$ cat src/rtl/if_row_packer.sv
// rtl/if_row_packer.sv - packs a tagged element stream into IF FIFO words
// Elements carry {row_start, row_end, data}; one FIFO write per IF_PAR_WRITE elements.
module if_row_packer #(
  parameter int IF_SCRATCH_WIDTH = 16,
  parameter int IF_PAR_WRITE     = 4,
  parameter int LEN_W            = 8
) (
  input  logic                                         clk,
  input  logic                                         rst,
  input  logic                                         start,
  input  logic [LEN_W-1:0]                             row_len,
  input  logic [LEN_W-1:0]                             num_rows,
  input  logic                                         in_valid,
  input  logic [IF_SCRATCH_WIDTH-1:0]                  in_data,
  output logic                                         in_ready,
  input  logic                                         IF_full,
  output logic                                         IF_wen,
  output logic [IF_PAR_WRITE*(IF_SCRATCH_WIDTH+2)-1:0] IF_din,
  output logic                                         busy,
  output logic                                         done,
  output logic                                         cfg_err
);

  localparam int LANE_BITS = IF_SCRATCH_WIDTH + 2;
  localparam int WORD_BITS = IF_PAR_WRITE * LANE_BITS;
  localparam int LANE_W    = (IF_PAR_WRITE > 1) ? $clog2(IF_PAR_WRITE) : 1;

  typedef enum logic [1:0] {
    S_IDLE  = 2'd0,
    S_FILL  = 2'd1,
    S_WRITE = 2'd2
  } state_t;

  state_t                  r_state;
  state_t                  w_next;
  logic [LEN_W-1:0]        r_row_len;
  logic [LEN_W-1:0]        r_num_rows;
  logic [LEN_W-1:0]        r_elem_cnt;
  logic [LEN_W-1:0]        r_row_cnt;
  logic [LANE_W-1:0]       r_lane_cnt;
  logic [WORD_BITS-1:0]    r_pack;
  logic                    r_last_word;
  logic                    r_busy;
  logic                    r_done;
  logic                    r_cfg_err;

  logic                    w_in_ready;
  logic                    w_wen;
  logic                    w_load;
  logic                    w_bad_cfg;
  logic                    w_cfg_ok;
  logic                    w_accept;
  logic                    w_lane_last;
  logic                    w_elem_last;
  logic                    w_row_last;
  logic                    w_final_write;
  logic [LANE_BITS-1:0]    w_lane;

  // row_len must split into whole words so that no word straddles two rows
  assign w_cfg_ok = (row_len != '0) && (num_rows != '0) &&
                    ((row_len & LEN_W'(IF_PAR_WRITE - 1)) == '0);

  assign w_accept      = (r_state == S_FILL) && in_valid;
  assign w_lane_last   = (r_lane_cnt == LANE_W'(IF_PAR_WRITE - 1));
  assign w_elem_last   = (r_elem_cnt == r_row_len - LEN_W'(1));
  assign w_row_last    = (r_row_cnt == r_num_rows - LEN_W'(1));
  assign w_lane        = {(r_elem_cnt == '0), w_elem_last, in_data};
  assign w_final_write = (r_state == S_WRITE) && w_wen && r_last_word;

  always_ff @(posedge clk) begin
    if (rst) begin
      r_state <= S_IDLE;
    end else begin
      r_state <= w_next;
    end
  end

  always_comb begin
    w_next     = r_state;
    w_in_ready = 1'b0;
    w_wen      = 1'b0;
    w_load     = 1'b0;
    w_bad_cfg  = 1'b0;
    case (r_state)
      S_IDLE: begin
        if (start) begin
          if (w_cfg_ok) begin
            w_next = S_FILL;
            w_load = 1'b1;
          end else begin
            w_bad_cfg = 1'b1;
          end
        end
      end
      S_FILL: begin
        w_in_ready = 1'b1;
        if (in_valid && w_lane_last) begin
          w_next = S_WRITE;
        end
      end
      S_WRITE: begin
        w_wen = ~IF_full;
        if (w_wen) begin
          w_next = r_last_word ? S_IDLE : S_FILL;
        end
      end
      default: w_next = S_IDLE;
    endcase
  end

  always_ff @(posedge clk) begin
    if (rst) begin
      r_row_len   <= '0;
      r_num_rows  <= '0;
      r_elem_cnt  <= '0;
      r_row_cnt   <= '0;
      r_lane_cnt  <= '0;
      r_pack      <= '0;
      r_last_word <= 1'b0;
      r_busy      <= 1'b0;
      r_done      <= 1'b0;
      r_cfg_err   <= 1'b0;
    end else begin
      r_done    <= w_final_write;
      r_cfg_err <= w_bad_cfg;

      if (w_load) begin
        r_row_len   <= row_len;
        r_num_rows  <= num_rows;
        r_elem_cnt  <= '0;
        r_row_cnt   <= '0;
        r_lane_cnt  <= '0;
        r_last_word <= 1'b0;
        r_busy      <= 1'b1;
      end

      if (w_accept) begin
        for (int k = 0; k < IF_PAR_WRITE; k++) begin
          if (r_lane_cnt == LANE_W'(k)) begin
            r_pack[k*LANE_BITS +: LANE_BITS] <= w_lane;
          end
        end
        // wrapping here leaves the lane counter at 0 when FILL resumes after WRITE
        r_lane_cnt <= w_lane_last ? '0 : r_lane_cnt + LANE_W'(1);
        if (w_elem_last) begin
          r_elem_cnt <= '0;
          r_row_cnt  <= r_row_cnt + LEN_W'(1);
        end else begin
          r_elem_cnt <= r_elem_cnt + LEN_W'(1);
        end
        if (w_lane_last) begin
          r_last_word <= w_elem_last && w_row_last;
        end
      end

      if (w_final_write) begin
        r_busy <= 1'b0;
      end
    end
  end

  assign in_ready = w_in_ready;
  assign IF_wen   = w_wen;
  assign IF_din   = r_pack;
  assign busy     = r_busy;
  assign done     = r_done;
  assign cfg_err  = r_cfg_err;

endmodule

$ cat config.mk
export PLATFORM = sky130hd
export DESIGN_NAME = if_row_packer
export DESIGN_NICKNAME = d
export VERILOG_FILES = /design/src/rtl/if_row_packer.sv
export SDC_FILE = /design/constraint.sdc
export NUM_CORES = 1
export LEC_CHECK = 0
export BUFFER_PORTS_ARGS = -buffer_cell sky130_fd_sc_hd__buf_2
export CORE_ASPECT_RATIO = 1.2
export CORE_MARGIN = 5
export CORE_UTILIZATION = 53
export DETAILED_ROUTE_END_ITERATION = 16
export MAX_ROUTING_LAYER = met4
export PLACE_DENSITY = 0.88
export SLEW_MARGIN = 20
export SYNTH_ARGS = -nofsm -noshare
export SYNTH_HDL_FRONTEND = slang
export SYNTH_SLANG_ARGS = --single-unit
$ cat constraint.sdc
create_clock -name clk -period 2.5 [get_ports clk]
set_input_delay 0.125 -clock clk [delete_from_list [all_inputs] [get_ports clk]]
set_output_delay 0.125 -clock clk [all_outputs]
set_load 0.005 [all_outputs]
======== Word-level counts from Yosys, hierarchy flattened ========
Index checks and enable logic that the tools add are counted.
storage, ports and cells
  bits in registers ....................... 112
  input port bits ......................... 37
  output and inout port bits .............. 77
  word-level logic and storage cells ...... 78
cells by class
  add/subtract/negate cells ............... 5
  equal/unequal tests ..................... 11
  multiplexer cells ....................... 24
  bitwise logic cells ..................... 3
  reductions and logical operators ........ 21
operators with widths
  operator             number
  $mux 8               6
  $add 8x1->8 const B  2
  $eq 8x8->1           2
  $logic_not 8->1      2
  $reduce_bool 8->1    2
  $sub 8x1->8 const B  2
  $mux 2               7
  $mux 1               10
  $reduce_and 2->1     4
  $logic_and 1x1->1    7
  $eq 2x2->1 const B   3
  $ne 2x2->1 const B   3
  $pmux 2 s3           1
  $eq 2x1->1 const B   2
  $logic_not 2->1      2
  $reduce_and 4->1     1
  $not 1->1            3
  $reduce_or 3->1      1
  $add 2x1->2 const B  1
  $ne 2x1->1 const B   1
  $reduce_bool 2->1    1
  $reduce_or 2->1      1

======== Depth between registers and ports, before layout ========
Gate-level depths: netlist (run 1).
  depth in word-level cells ............... 9
  gate-level depth with buffers ........... 9
  gate-level depth less buffers ........... 8

======== Worst setup path after synthesis (run 1) ========
OpenSTA, ideal clock, no wires.
  kind .................................... flip-flop to flip-flop
  from .................................... register r_row_len[0]
  to ...................................... register r_row_cnt[6]
  library setup time ...................... 0.074 ns
  data arrival time ....................... 2.143 ns
  data required time ...................... 2.426 ns
  slack ................................... 0.283 ns
  stages on the path, launching flop included .. 10
  path buffers ............................ 1
  clock period less this slack ............ 2.217 ns
  path through ............................ dfxtp_1 > inv_1 > ha_1 > nor2b_1 > or3_2 > a32oi_4 > nand3_2 > buf_6 > or3_1 > a31oi_1
on the way
  cells in the longest elaborated chain, start to end .. 4
ends and longest elaborated chain
  item                    line  RTL
  start, declared         36    logic [LEN_W-1:0] r_row_len;
  start signal, assigned  128   r_row_len <= row_len;
  $sub 8x1->8             65    assign w_elem_last = (r_elem_cnt == r_row_len - LEN_W'(1));
  $eq 8x8->1              65
  $mux 8                  145   if (w_elem_last) begin
  $mux 8                  137   if (w_accept) begin
  end signal, assigned    147   r_row_cnt <= r_row_cnt + LEN_W'(1);
  end, declared           39    logic [LEN_W-1:0] r_row_cnt;
No other way between the ends.
A chain may end at the register's enable or synchronous reset.

======== Final worst setup path (run 1) ========
Same ends and word-level chain as after synthesis.

==> results of run 1 <==
routing by layer:
layer	part of all wire [%]	GRT usage (%)	vias to the layer above
met5	0	-	-
met4	1.2	5.817	0
met3	7.8	5.363	15
met2	51	39.41	196
met1	40	25.20	2133
li1	-	-	2269
metrics by stage:
step	setup slack [ns]	hold slack [ns]	TNS (ns)	total power [mW]
after CTS	0.09548	0.001188	0	3.003
after detailed placement	0.1204	0.3837	0	2.056
after global placement	0.2166	0.3690	0	2.046
final	0.1515	0.008221	0	2.983
after floorplan	0.2833	0.2402	0	1.974
after global routing	-0.004688	0.004339	-0.004688	3.105
where the power goes:
group | internal [mW] | switching (mW)
clock network | 0.363 | 0.594
logic | 0.0833 | 0.124
registers | 1.80 | 0.0168
logic make-up (layout without fill, tap and decap cells):
| kind of cell | count (synthesis) | count (layout) | synth area share [%] |
|---|---|---|---|
| and+or+nand+nor | 295 | 295 | 27.81 |
| DFF | 112 | 112 | 46.32 |
| xor gates and xnor gates | 20 | 20 | 3.619 |
| muxes | 2 | 2 | 0.4652 |
| buffers and inverters | 48 | 152 | 4.549 |
| adders and majority gates | 9 | 9 | 2.326 |
| AOI/OAI and AO/OA | 127 | 127 | 14.91 |
state kept, by name (all words and copies together) (netlist names):
name and count:
IF_din 72, busy 1, cfg_err 1, done 1, r_elem_cnt 8, r_lane_cnt 2
r_last_word 1, r_num_rows 8, r_row_cnt 8, r_row_len 8, r_state 2
layout make-up:
type / instances / share of cell area, %
Multi-Input combinational cell: 453 / 42.06
Sequential cell: 112 / 39.46
Timing Repair Buffer: 128 / 12.29
Tap cell: 120 / 2.643
Clock buffer: 9 / 2.180
Clock inverter: 6 / 0.7708
Inverter: 9 / 0.5946
placed cells by master (no fill, tap or decap), drive strengths merged, types with 7 or more instances in the layout:
master / Yosys / routed
nor2: 14 / 14
xnor2: 9 / 9
buf: 8 / 121
nor3: 11 / 11
dlygate4sd3: 0 / 7
a21oi: 94 / 94
xor2: 11 / 11
ha: 9 / 9
inv: 9 / 11
nand3: 26 / 26
nand2: 188 / 188
nor4: 7 / 7
clkbuf: 30 / 9
and3: 9 / 9
o21ai: 10 / 10
dfxtp: 112 / 112
path summary, 6_finish.rpt:
path           startpoint            to  slack (ns)  cells after the start
max          r_row_len[0]  r_row_cnt[6]        0.15                      8
min            row_len[7]  r_row_len[7]       0.008                      3
min reg2reg    IF_din[14]    IF_din[14]        0.46                      2
max reg2reg  r_row_len[0]  r_row_cnt[6]        0.15                      8
critical path, cell delays in order, from the launching register on:
cell	delay (ns)
dfxtp_1	0.39
inv_1	0.08
ha_1	0.23
nor2b_1	0.15
or3_2	0.49
a32oi_4	0.25
nand3_4	0.17
or3_1	0.37
a31oi_1	0.15
what timing repair did:
item                       CTS  global route
setup endpoints to repair    0             2
resized for setup            0             2
hold buffers                 7             0
hold endpoints to repair     7             0
==> flow_summary.yaml, run 1 <==
outcome:
  status: "finished clean"
timing:
  report.final.hold_viol_count: 0
  tightest_slew_ns: 0.8489
  setup_viol: 0
  period_share_pct: 93.94
  fin_crit_ns: 2.348
  timing.fmax_mhz: 425.8
  maxSlewHeadroom_pct: 43.40
  report.final.slew_viol_count: 0
  finalClockSkew_ns: 0.01583
synthesis:
  syn_nets: 659
  synthArstFlopShare_pct: 0
  synth_cells: 613
  synth-seq-cells: 112
  synth_ff_type: "dfxtp_1"
  synth.distinct_cells: 56
  syn_area_per_cell_um2: 7.897
  synth_most_common_cell: "nand2_1"
  synth_top_area_cell: "dfxtp_1"
  synthTopCellsByArea: "dfxtp_1 (46%), nand2_1 (15%), a21oi_1 (9.7%)"
  synth-edff-count: 0
  yosysWarningCount: 0
  synth_common_cells: "nand2_1 (188), dfxtp_1 (112), a21oi_1 (94), clkbuf_1 (30), nand3_1 (25)"
  yosysSeqAreaShare_pct: 46.32
  netlist_area_um2: 4841
  synth_top_cell_area_share_pct: 46.32
final_layout:
  multi_input_area_um2: 2390
  seqCellArea_um2: 2242
  fill_cells: 761
  area_growth_pct: 17.37
  finish.instance_area_um2: 5682
  utilization_pct: 63.23
  nets: 759
  final_cells: 837
  final_layout_size_suffix_gt1_share_pct: 20.92
  diodes: 0
drt:
  drc: 0
  drt-initial-drc-count: 308
  drt_pre_antenna_iters: 4
  routed_wl_um: 12200
  ant_nets: 0
  num_vias: 4613
  routedWlPerCell_um: 14.57
  via_per_inst: 5.511
placed_design:
  io_buffer_count: 113
  place_area_um2: 5433
  place_hpwl_um: 8717
  gp_congestion: 0.9422
  place_inst: 815
grt:
  grt_pass1_vias: 4323
  antenna_found_initial: 0
  grt_remaining_overflow: 0
  grt_pass1_wl_um: 20200
  grt_use_total_pct: 22.19
  grt_max_degree: 85
worst_setup_path:
  required_ns: 2.78
  path_max_fanout: 11
  startpoint_type: "flip-flop"
  cp-end-kind: "flip-flop"
  arrival_ns: 2.63
  worst-setup-path-type: "reg2reg"
clock_tree:
  clock-sinks: 112
  cts_root_buf: "clkbuf_8"
  clk_latency_ns: 0.36
  clkTransAtPathRegs_ns: 0.10
  cts_tree: "done"
  cts_made_buffers: 9
  htreeDepth: 3
  postCtsSetupRepairBufs: 0
  clock_path_buffers: 2
min_path:
  min_path_type: "in2reg"
pwr:
  peakVddDrop_mv: 0.3326
  leakagePower_nw: 2.302
  p_per_area_nw_per_um2: 525.0
die:
  start_util_pct: 53.87
  rows: 38
  die-area_um2: 11150
  die_w_um: 97.25
  coreArea_um2: 8986
  io-pin-count: 114
  die_y_um: 114.7
flow_run:
  cap_viol_max_count: 0
Note: power is estimated with default switching activity, not from simulation.
==> inputs of run 2 (changes only) <==
--- a/config.mk
+++ b/config.mk
@@ -6,9 +6,10 @@
 export NUM_CORES = 1
 export LEC_CHECK = 0
 export BUFFER_PORTS_ARGS = -buffer_cell sky130_fd_sc_hd__buf_2
-export CORE_ASPECT_RATIO = 1.2
+export CORE_ASPECT_RATIO = 1.25
 export CORE_MARGIN = 5
 export CORE_UTILIZATION = 53
+export CTS_CLUSTER_SIZE = 16
 export DETAILED_ROUTE_END_ITERATION = 16
 export MAX_ROUTING_LAYER = met4
 export PLACE_DENSITY = 0.88
==> run 2 against run 1 <==
Critical path depth did not move. Cell count fell by 0.24%. Flip-flop and latch count did not move. Clock power rose by 48%. Register-to-register slack got worse by 0.02 ns. Worst hold slack improved by 0.014 ns. Sequential share of layout area fell by 0.40 points. Die area barely moved. Via count fell by 0.61%. Wire length fell by 0.44%. Largest cell class unchanged. Largest power group unchanged.
==> flow_summary.yaml, run 2 (same netlist as run 1, synthesis figures left out) <==
grt:
  grt_use_total_pct: 22.90
  antenna_found_initial: 0
  grt_max_degree: 65
  grt_pass1_vias: 4333
  grt_remaining_overflow: 0
  grt_pass1_wl_um: 19650
die:
  die-area_um2: 11160
  start_util_pct: 53.62
  coreArea_um2: 9027
  die_y_um: 116.9
  io-pin-count: 114
  die_w_um: 95.48
  rows: 39
final_layout:
  final_common_cell: "nand2_1"
  final_cells: 835
  nets: 753
  diodes: 0
  utilization_pct: 63.58
  area_growth_pct: 18.56
  final_cell_mix: "nand2_1 (188), dfxtp_1 (112), buf_2 (112)"
  final_layout_size_suffix_gt1_share_pct: 21.21
  largest_reg_flops: 72
  finish.instance_area_um2: 5739
  fill_cells: 732
placed_design:
  place_inst: 819
  dp_slack_ns: 0.1575
  io_buffer_count: 113
  place_area_um2: 5444
  place_hpwl_um: 8598
  gp_congestion: 0.8454
timing:
  period_share_pct: 94.56
  timing.fmax_mhz: 423.0
  rsz0062_at_grt: "no"
  maxSlewHeadroom_pct: 48.38
  finalClockSkew_ns: 0.007455
  fin_setup_tns_ns: 0
  report.final.slew_viol_count: 0
  fin_crit_ns: 2.364
  report.final.hold_viol_count: 0
  setup_viol: 0
  tightest_slew_ns: 0.7725
  setup_ws_ns: 0.1360
flow_run:
  cap_viol_max_count: 0
clock_tree:
  htreeDepth: 3
  clk_latency_ns: 0.35
  postCtsSetupRepairBufs: 0
  clkTransAtPathRegs_ns: 0.07
  cts_made_buffers: 9
  cts_tree: "done"
  ctsResizeCount: 0
  clock_path_buffers: 2
  cts_hold_buf: 0
  clock-sinks: 112
  cts_root_buf: "clkbuf_16"
pwr:
  p_per_area_nw_per_um2: 599.0
  peakVddDrop_mv: 0.3206
  leakagePower_nw: 2.340
drt:
  drt-initial-drc-count: 318
  via_per_inst: 5.491
  drt_pre_antenna_iters: 5
  ant_nets: 0
  routed_wl_um: 12140
  num_vias: 4585
  drc: 0
  routedWlPerCell_um: 14.54
worst_setup_path:
  worst-setup-path-type: "reg2reg"
  required_ns: 2.77
  cp-end-kind: "flip-flop"
  startpoint_type: "flip-flop"
  arrival_ns: 2.63
  path_max_fanout: 8
outcome:
  status: "finished clean"
min_path:
  min_path_type: "in2reg"
==> run 2: changes by cell type in the layout (fill, tap and decap cells not counted), sizes merged <==
cell and change:
clkbuf +1, dlygate4sd3 -7, buf +1, bufinv +1, clkinvlp -1
==> run 2: area by class of cell <==
| type | instances | area (um^2) | share of cell area [%] |
|---|---|---|---|
| multi-input cells | 453 | 2379 | 41.44 |
| flip-flops and latches | 112 | 2242 | 39.07 |
| repair buffers | 122 | 635.6 | 11.07 |
| clock buffers | 10 | 229.0 | 3.990 |
| well taps | 123 | 153.9 | 2.682 |
| clock inverters | 6 | 66.31 | 1.155 |
| inverters | 9 | 33.78 | 0.5886 |
==> run 2: critical path, cell delays in order, from the launching register on <==
cell	delay (ns)
dfxtp_1	0.38
inv_1	0.07
ha_1	0.23
nor2b_1	0.15
or3_2	0.48
a32oi_4	0.21
nand3_2	0.21
or3_1	0.39
a31oi_1	0.17
==> run 2: per-layer routing <==
metal  track usage, %  share of wire (%)  vias up
met5                -                  0        -
met4            11.48                3.5        0
met3            5.435                7.2       34
met2            38.39                 50      174
met1            25.38                 40     2121
li1                 -                  -     2256
==> run 2: stage by stage <==
stage	power [mW]	hold slack (ns)
after floorplan	1.974	0.2402
after global placement	2.046	0.3757
after detailed placement	2.054	0.3819
after CTS	3.456	0.01367
after global routing	3.556	0.01188
final	3.438	0.02259
==> run 2: power by group <==
group / leakage, nW / switching, mW / internal [mW] / total, mW
Clock: 0.147 / 0.641 / 0.783 / 1.42
Sequential: 0.904 / 0.0167 / 1.80 / 1.82
Combinational: 1.29 / 0.120 / 0.0762 / 0.196
==> run 2: final timing paths <==
kind / startpoint / to / slack (ns) / cells after the start
worst max-delay path: r_row_len[0] / r_row_cnt[6] / 0.14 / 8
worst min-delay path: num_rows[5] / r_num_rows[5] / 0.02 / 3
worst max register to register: r_row_len[0] / r_row_cnt[6] / 0.14 / 8
worst min register to register: IF_din[22] / IF_din[22] / 0.45 / 2
